[src/rtl/uart_fifo_ctrl.sv]
// Buffers CPU bytes towards simpleuart and drains simpleuart's receive buffer into a FIFO.
// TX side drives the we/wait write handshake; RX side acknowledges each byte with one re pulse.
module uart_fifo_ctrl #(
  parameter int TX_AW = 4,
  parameter int RX_AW = 4
) (
  input  logic             clk,
  input  logic             resetn,
  input  logic             tx_valid,
  input  logic [7:0]       tx_data,
  output logic             tx_ready,
  output logic             rx_valid,
  output logic [7:0]       rx_data,
  input  logic             rx_pop,
  output logic             rx_overrun,
  input  logic             ovr_clear,
  output logic [TX_AW:0]   tx_level,
  output logic [RX_AW:0]   rx_level,
  output logic             tx_idle,
  output logic             uart_we,
  output logic [7:0]       uart_di,
  input  logic             uart_wait,
  input  logic             uart_tdre,
  output logic             uart_re,
  input  logic [7:0]       uart_do,
  input  logic             uart_rx_valid
);

  localparam logic [TX_AW:0] TX_DEPTH = {1'b1, {TX_AW{1'b0}}};
  localparam logic [RX_AW:0] RX_DEPTH = {1'b1, {RX_AW{1'b0}}};

  typedef enum logic {TX_IDLE, TX_REQ} tx_state_t;
  typedef enum logic [1:0] {RX_IDLE, RX_ACK, RX_DRAIN} rx_state_t;

  // ---------------- TX path ----------------
  logic [7:0]     tx_mem [0:(1<<TX_AW)-1];
  logic [TX_AW:0] tx_wptr_q, tx_wptr_d;
  logic [TX_AW:0] tx_rptr_q, tx_rptr_d;
  tx_state_t      tx_state_q, tx_state_d;
  logic           uart_we_q, uart_we_d;
  logic [7:0]     uart_di_q, uart_di_d;
  logic           tx_push;
  logic           tx_pop;

  assign tx_level = tx_wptr_q - tx_rptr_q;
  assign tx_ready = (tx_level != TX_DEPTH);
  assign tx_push  = tx_valid && tx_ready;
  assign tx_idle  = (tx_level == '0) && (tx_state_q == TX_IDLE) && uart_tdre;
  assign uart_we  = uart_we_q;
  assign uart_di  = uart_di_q;

  always_ff @(posedge clk) begin
    if (tx_push) begin
      tx_mem[tx_wptr_q[TX_AW-1:0]] <= tx_data;
    end
  end

  always_comb begin
    tx_state_d = tx_state_q;
    uart_we_d  = uart_we_q;
    uart_di_d  = uart_di_q;
    tx_pop     = 1'b0;
    unique case (tx_state_q)
      TX_IDLE: begin
        uart_we_d = 1'b0;
        if (tx_level != '0) begin
          uart_di_d  = tx_mem[tx_rptr_q[TX_AW-1:0]];
          uart_we_d  = 1'b1;
          tx_state_d = TX_REQ;
        end
      end
      TX_REQ: begin
        // The byte is taken in the cycle wait is low; dropping we here guarantees a gap cycle.
        if (!uart_wait) begin
          tx_pop     = 1'b1;
          uart_we_d  = 1'b0;
          tx_state_d = TX_IDLE;
        end
      end
      default: begin
        uart_we_d  = 1'b0;
        tx_state_d = TX_IDLE;
      end
    endcase
    tx_wptr_d = tx_wptr_q + {{TX_AW{1'b0}}, tx_push};
    tx_rptr_d = tx_rptr_q + {{TX_AW{1'b0}}, tx_pop};
  end

  always_ff @(posedge clk or negedge resetn) begin
    if (!resetn) begin
      tx_wptr_q  <= '0;
      tx_rptr_q  <= '0;
      tx_state_q <= TX_IDLE;
      uart_we_q  <= 1'b0;
      uart_di_q  <= 8'h00;
    end else begin
      tx_wptr_q  <= tx_wptr_d;
      tx_rptr_q  <= tx_rptr_d;
      tx_state_q <= tx_state_d;
      uart_we_q  <= uart_we_d;
      uart_di_q  <= uart_di_d;
    end
  end

  // ---------------- RX path ----------------
  logic [7:0]     rx_mem [0:(1<<RX_AW)-1];
  logic [RX_AW:0] rx_wptr_q, rx_wptr_d;
  logic [RX_AW:0] rx_rptr_q, rx_rptr_d;
  rx_state_t      rx_state_q, rx_state_d;
  logic           uart_re_q, uart_re_d;
  logic           rx_overrun_q, rx_overrun_d;
  logic           rx_capture;
  logic           rx_write;
  logic           rx_drop;
  logic           rx_pop_ok;

  assign rx_level   = rx_wptr_q - rx_rptr_q;
  assign rx_valid   = (rx_level != '0);
  assign rx_data    = rx_valid ? rx_mem[rx_rptr_q[RX_AW-1:0]] : 8'h00;
  assign rx_pop_ok  = rx_pop && rx_valid;
  assign rx_overrun = rx_overrun_q;
  assign uart_re    = uart_re_q;

  // Fullness uses the registered level, so a same-cycle pop cannot make room for the capture.
  assign rx_write = rx_capture && (rx_level != RX_DEPTH);
  assign rx_drop  = rx_capture && (rx_level == RX_DEPTH);

  always_ff @(posedge clk) begin
    if (rx_write) begin
      rx_mem[rx_wptr_q[RX_AW-1:0]] <= uart_do;
    end
  end

  always_comb begin
    rx_state_d = rx_state_q;
    uart_re_d  = 1'b0;
    rx_capture = 1'b0;
    unique case (rx_state_q)
      RX_IDLE: begin
        if (uart_rx_valid) begin
          rx_capture = 1'b1;
          uart_re_d  = 1'b1;
          rx_state_d = RX_ACK;
        end
      end
      RX_ACK: begin
        rx_state_d = RX_DRAIN;
      end
      RX_DRAIN: begin
        // Wait for the UART to retire its buffer so the same byte is not captured twice.
        if (!uart_rx_valid) begin
          rx_state_d = RX_IDLE;
        end
      end
      default: begin
        rx_state_d = RX_IDLE;
      end
    endcase
    rx_wptr_d    = rx_wptr_q + {{RX_AW{1'b0}}, rx_write};
    rx_rptr_d    = rx_rptr_q + {{RX_AW{1'b0}}, rx_pop_ok};
    rx_overrun_d = (rx_overrun_q && !ovr_clear) || rx_drop;
  end

  always_ff @(posedge clk or negedge resetn) begin
    if (!resetn) begin
      rx_wptr_q    <= '0;
      rx_rptr_q    <= '0;
      rx_state_q   <= RX_IDLE;
      uart_re_q    <= 1'b0;
      rx_overrun_q <= 1'b0;
    end else begin
      rx_wptr_q    <= rx_wptr_d;
      rx_rptr_q    <= rx_rptr_d;
      rx_state_q   <= rx_state_d;
      uart_re_q    <= uart_re_d;
      rx_overrun_q <= rx_overrun_d;
    end
  end

endmodule

[config.mk]
export PLATFORM = sky130hd
export DESIGN_NAME = uart_fifo_ctrl
export DESIGN_NICKNAME = d
export VERILOG_FILES = /design/src/rtl/uart_fifo_ctrl.sv
export SDC_FILE = /design/constraint.sdc
export NUM_CORES = 1
export LEC_CHECK = 0
export ABC_AREA = 1
export CORE_ASPECT_RATIO = 0.5
export CORE_UTILIZATION = 35
export DETAILED_ROUTE_END_ITERATION = 10
export GPL_TIMING_DRIVEN = 0
export SLEW_MARGIN = 30
export SYNTH_ARGS = -nofsm -noshare
export SYNTH_HDL_FRONTEND = slang
export SYNTH_SLANG_ARGS = --single-unit
[constraint.sdc]
create_clock -name clk -period 2.7 [get_ports clk]
set_input_delay 0.54 -clock clk [delete_from_list [all_inputs] [get_ports clk]]
set_output_delay 0.54 -clock clk [all_outputs]
set_load 0.02 [all_outputs]
# --- After elaboration in Yosys (flattened, before gate mapping) ---
# Memory sizes are Yosys's and may differ from the RTL's. A register that Yosys moved wholly into a read port is not among the register bits.
# Cells that the tools add are included.
# Widths: inputs -> output; s select.
classes:
  addsub: 6
  n_eq_ne: 8
  muxes: 17
  bitwise_logic: 1
  n_reduce_logical: 16
op_table:
  columns: ["op", "count"]
  rows:
  - ["$add 5x1->5", 4]
  - ["$mux 1", 11]
  - ["$ne 5x5->1 const B", 2]
  - ["$reduce_bool 5->1", 2]
  - ["$sub 5x5->5", 2]
  - ["$mux 8", 1]
  - ["$logic_and 1x1->1", 7]
  - ["$ne 2x2->1 const B", 3]
  - ["$pmux 2 s3", 1]
  - ["$eq 5x5->1 const B", 1]
  - ["$logic_not 5->1", 1]
  - ["$mux 2", 2]
  - ["$pmux 1 s2", 2]
  - ["$reduce_and 2->1", 2]
  - ["$eq 2x1->1 const B", 1]
  - ["$eq 2x2->1 const B", 1]
  - ["$logic_not 1->1", 2]
  - ["$logic_not 2->1", 1]
  - ["$logic_or 1x1->1", 1]
  - ["$not 1->1", 1]
word_totals:
  ff_bits: 26
  mem_bits_rw: 256
  output_inout_bits: 32
  word_cells: 59
  n_memories: 2
memory_table:
  columns: ["memory", "words", "width", "rd", "rd_clocked_by_memory_dff", "write_ports", "line_no", "text"]
  rows:
  - ["rx_mem", 16, 8, 1, 0, 1, "106", "logic [7:0] rx_mem [0:(1<<RX_AW)-1];"]
  - ["tx_mem", 16, 8, 1, 1, 1, "36", "logic [7:0] tx_mem [0:(1<<TX_AW)-1];"]

# --- Logic depth before layout (Yosys ltp) ---
logic_depth:
  depth_word: 5
  depth_mapped: 16

# --- Worst setup path after synthesis ---
# OpenSTA, ideal clock, no wires.
synth_timing:
  kind: "register to register"
  start: "register tx_rptr_q[1]"
  end: "register tx_wptr_q[4]"
  arrival_time_ns: 2.923
  t_required_ns: 2.621
  slack_ns: -0.302
  path_stages_with_launch: 15
  path_buffers: 3
  synth_period_minus_slack_ns: 3.002
  cell_sequence: "dfrtp_1 > buf_2 > inv_1 > buf_2 > fa_1 > or2_0 > nor2_1 > nand3_1 > nand2_2 > buf_6 > inv_1 > ha_1 > ha_1 > nand2_1 > xor2_1"
synth_via:
  elab_chain_len: 4
synth_rtl:
  columns: ["item", "line_no", "text"]
  rows:
  - ["from (decl)", "38", "logic [TX_AW:0] tx_rptr_q, tx_rptr_d;"]
  - ["from (signal assigned)", "98", "tx_rptr_q <= tx_rptr_d;"]
  - ["$sub 5x5->5", "45", "assign tx_level = tx_wptr_q - tx_rptr_q;"]
  - ["named net tx_level[1]", "17", "output logic [TX_AW:0] tx_level,"]
  - ["$ne 5x5->1", "46", "assign tx_ready = (tx_level != TX_DEPTH);"]
  - ["named net tx_ready", "11", "output logic tx_ready,"]
  - ["$logic_and 1x1->1", "47", "assign tx_push = tx_valid && tx_ready;"]
  - ["$add 5x1->5", "85", "tx_wptr_d = tx_wptr_q + {{TX_AW{1'b0}}, tx_push};"]
  - ["named net tx_wptr_d[4]", "37", "logic [TX_AW:0] tx_wptr_q, tx_wptr_d;"]
  - ["to (signal assigned)", "97", "tx_wptr_q <= tx_wptr_d;"]
  - ["to (decl)", "37", null]
# The timed path passes the listed nets, and every way through them passes these cells.
# A chain may end at the register's enable or synchronous reset.

# --- Worst setup path after layout ---
layout_timing:
  start: "register rx_rptr_q[0]"
  end: "output port rx_data[1]"
layout_via:
  elab_chain_len: 3
  elab_cells_between_ends: 4
  cone_classes: "add/sub (1); mux (1); reduce/logical (1); memory (1)"
layout_rtl:
  columns: ["item", "line_no", "text"]
  rows:
  - ["from (decl)", "108", "logic [RX_AW:0] rx_rptr_q, rx_rptr_d;"]
  - ["from (signal assigned)", "173", "rx_rptr_q <= rx_rptr_d;"]
  - ["$sub 5x5->5", "117", "assign rx_level = rx_wptr_q - rx_rptr_q;"]
  - ["$reduce_bool 5->1", "118", "assign rx_valid = (rx_level != '0);"]
  - ["$mux 8 *", "119", "assign rx_data = rx_valid ? rx_mem[rx_rptr_q[RX_AW-1:0]] : 8'h00;"]
  - ["to (decl)", "13", "output logic [7:0] rx_data,"]
# Mark *: on every way between the ends. The rest lies on a longest branch, timed or not.

==> results.yml <==
outcome:
  status: "finished, violations left"
  failed_checks: "setup timing"
detailed_routing:
  drc: 0
  route.vias.total: 8648
  wl_per_cell_um: 18.8
  drt_wl_total_um: 33100
  drtPass1Iterations: 5
  vias_per_cell: 4.91
  drtIter0Drc: 805
  ant_nets: 0
logic_synthesis:
  syn_area_mm2: 0.0126
  synth-seq-area-share_pct: 67.9
  synthTopCellsByArea: "edfxtp_1 61%, nand2_1 8.9%, dfrtp_1 6.8%, nand3_1 5.1%, inv_1 4.1%"
  yosys_register_bits: 290
  yosys_warnings: 0
  synth_top_area_share_pct: 61.1
  synthCells: 1149
  yosysTopAreaCell: "edfxtp_1"
  ys_types: 33
  avgSynthCellArea_um2: 10.9
  synthesis.nets: 1191
clock_tree:
  cts_tree: "done"
  cts_root_buf: "clkbuf_16"
  cts_sinks: 290
  clock_latency_ns: 0.56
  cts_htree_levels: 1
  cts.path.max_buffers: 3
  clk_pin_slew_ns: 0.06
  cts_buffers: 29
grt:
  grt_usage_pct: 18.1
  grt_overflow: 0
  grt_pass1_wl_um: 49700
  antenna_found_initial: 0
  grt_max_degree: 22
  first_global_vias: 8162
finish:
  stdcell_count: 1763
  area_growth_pct: 21.5
  num-nets-final: 1309
  fin_area_mm2: 0.0153
  drive_gt1_share_pct: 16.5
  n_antenna_cell: 0
sta:
  finalCriticalPeriod_ns: 3.02
  slew-limit-headroom_pct: 42.6
  slew_violations: 0
  hold_viol: 0
  final.period_utilization_pct: 112
  grt_setup_unrepaired: "yes"
  tightest_slew_ns: 0.858
  fin_skew_ns: 0.0211
  setup_viol: 13
  tns_ns: -3.41
  fmax_mhz: 331
  timing.hold.ws_ns: 0.437
  setup_slack_ns: -0.323
place:
  placed_cell_area_mm2: 0.0138
  dp_cells: 1680
  dp_hpwl_um: 22200
  dpl_worst_slack_ns: -1.05
  portBuffers: 55
  gp_congestion: 0.888
pwr:
  pwr_density_cell_mw_per_mm2: 1200
  p_int_mw: 10.8
  combPwrFrac_pct: 47.3
  p_seq_share_pct: 31.6
  clock_power_share_pct: 21.1
  ir_worst_vdd_mv: 0.737
  netSwitchingFraction_pct: 41.3
  p_leak_nw: 5.99
  switching_power_mw: 7.57
flow_run:
  drv_cap: 0
die:
  die-area_mm2: 0.0367
  pin_count: 56
  start_util_pct: 36.0
  fp.coreArea_mm2: 0.0349
  die_w_um: 270
  fp.dieH_um: 136
  num_rows: 48
critical_path:
  crit_path_end_kind: "output pin"
  start_kind: "flop"
  critPathRequiredTime_ns: 2.16
  crit_fanout: 10
  arrival_ns: 2.48
  path_class: "reg -> out"
min_path:
  hold_class: "in -> async"
==> path summary, 6_finish.rpt <==
path                                from       endpoint  slack [ns]  cells past startpoint
setup / recovery            rx_rptr_q[0]     rx_data[1]       -0.32                      9
hold / removal                    resetn     tx_state_q        0.44                      2
setup reg to reg            rx_rptr_q[0]   rx_wptr_q[4]        0.04                     14
hold reg to reg            rx_state_q[1]  rx_state_q[0]        0.48                      1
max in group asynchronous         resetn   rx_wptr_q[0]        1.82                      3
min in group clk           rx_state_q[1]  rx_state_q[0]        0.48                      1
==> final cells by class <==
| class | instances | area [um2] |
|---|---|---|
| plain buffers | 49 | 323 |
| clock buffers | 35 | 748 |
| clock inverters | 17 | 138 |
| fillers | 3231 | 19600 |
| inverters | 143 | 564 |
| multi-input cells | 664 | 3560 |
| flip-flops and latches | 290 | 8540 |
| well taps | 475 | 594 |
| repair buffers | 90 | 807 |
==> cell families (layout without fill, tap and decap cells) <==
| group | count (synthesis) | count (layout) | share of synthesized area [%] |
|---|---|---|---|
| AOI/OAI and AO/OA | 119 | 119 | 5.56 |
| xor gates and xnor gates | 16 | 16 | 1.23 |
| adders and majority gates | 18 | 18 | 1.91 |
| buffers and inverters | 195 | 334 | 6.40 |
| DFF | 290 | 290 | 67.9 |
| and+or+nand+nor | 511 | 511 | 17.0 |
==> per-layer routing <==
metal  up-vias  part of all wire [%]  track usage [%]
met5         -                     0                0
met3        38                   6.0             3.23
li1       4108                     -                -
met1      4260                    43             24.4
met2       242                    49             30.6
met4         0                   1.9             3.85
==> synthesized netlist by cell type <==
library cell,n
nand2_1,297
edfxtp_1,256
inv_1,138
nand3_1,127
nor2_1,69
o211ai_1,40
o21ai_0,40
a21oi_1,38
dfrtp_1,34
buf_2,25
ha_1,16
clkbuf_1,14
xor2_1,11
nor2_2,10
buf_4,6
buf_1,5
inv_2,3
xnor2_1,3
clkinv_1,2
fa_1,2
buf_6,1
buf_8,1
nand2_2,1
nand2_4,1
nand3_2,1
nand3b_1,1
nand4_1,1
nor2_4,1
nor3_2,1
o21ai_2,1
or2_0,1
xnor2_2,1
xor2_2,1
==> worst max-delay path: stages (launching register included) <==
cell and delay [ns]:
dfrtp_1 0.40, buf_4 0.15, buf_2 0.20, clkbuf_2 0.24
o21ai_0 0.38, nand3_1 0.12, nand3_1 0.11, nand2_1 0.07
nor2_1 0.08, buf_2 0.16
==> layout by cell type (no fill, tap or decap), types with 30 or more instances in the layout <==
master             n
edfxtp_1         256
nor2_1            42
o211ai_1          40
inv_1            133
buf_2             31
clkbuf_16         30
nand2_1          292
a21oi_1           35
nand3_1          124
clkdlybuf4s50_1   35
o21ai_0           38
buf_4             40
==> flip-flops by register name, indices dropped and copies added, names as in the netlist <==
| register | cells |
|---|---|
| rx_mem | 128 |
| rx_overrun | 1 |
| rx_rptr_q | 5 |
| rx_state_q | 2 |
| rx_wptr_q | 5 |
| tx_mem | 128 |
| tx_rptr_q | 5 |
| tx_state_q | 1 |
| tx_wptr_q | 5 |
| uart_di | 8 |
| uart_re | 1 |
| uart_we | 1 |
==> per-stage QoR <==
stage / util (%) / total power, mW
after CTS: 43.1 / 18.0
after floorplan: - / 10.7
after global placement: 39.5 / 13.5
after detailed placement: 39.6 / 13.6
after global routing: 43.8 / 19.4
final: 43.8 / 18.3
==> timing repair <==
item / 4_1_cts / 5_1_grt
hold endpoints to repair: 13 / 0
gates resized for setup: 133 / 60
endpoints found under the setup margin: 290 / 208
setup buffers: 24 / 9
pin swaps: 12 / 12
cloned: 0 / 1
hold buffers: 1 / 0
==> power by group through the flow <==
stage	clock network [mW]	logic (mW)	registers (mW)
6_report	3.86	8.67	5.79
5_1_grt	4.09	9.41	5.86
4_1_cts	3.92	8.32	5.79
3_5_place_dp	0	7.76	5.88
3_3_place_gp	0	7.68	5.87
2_1_floorplan	0	4.78	5.89
Note: power is estimated with default switching activity, not from simulation.
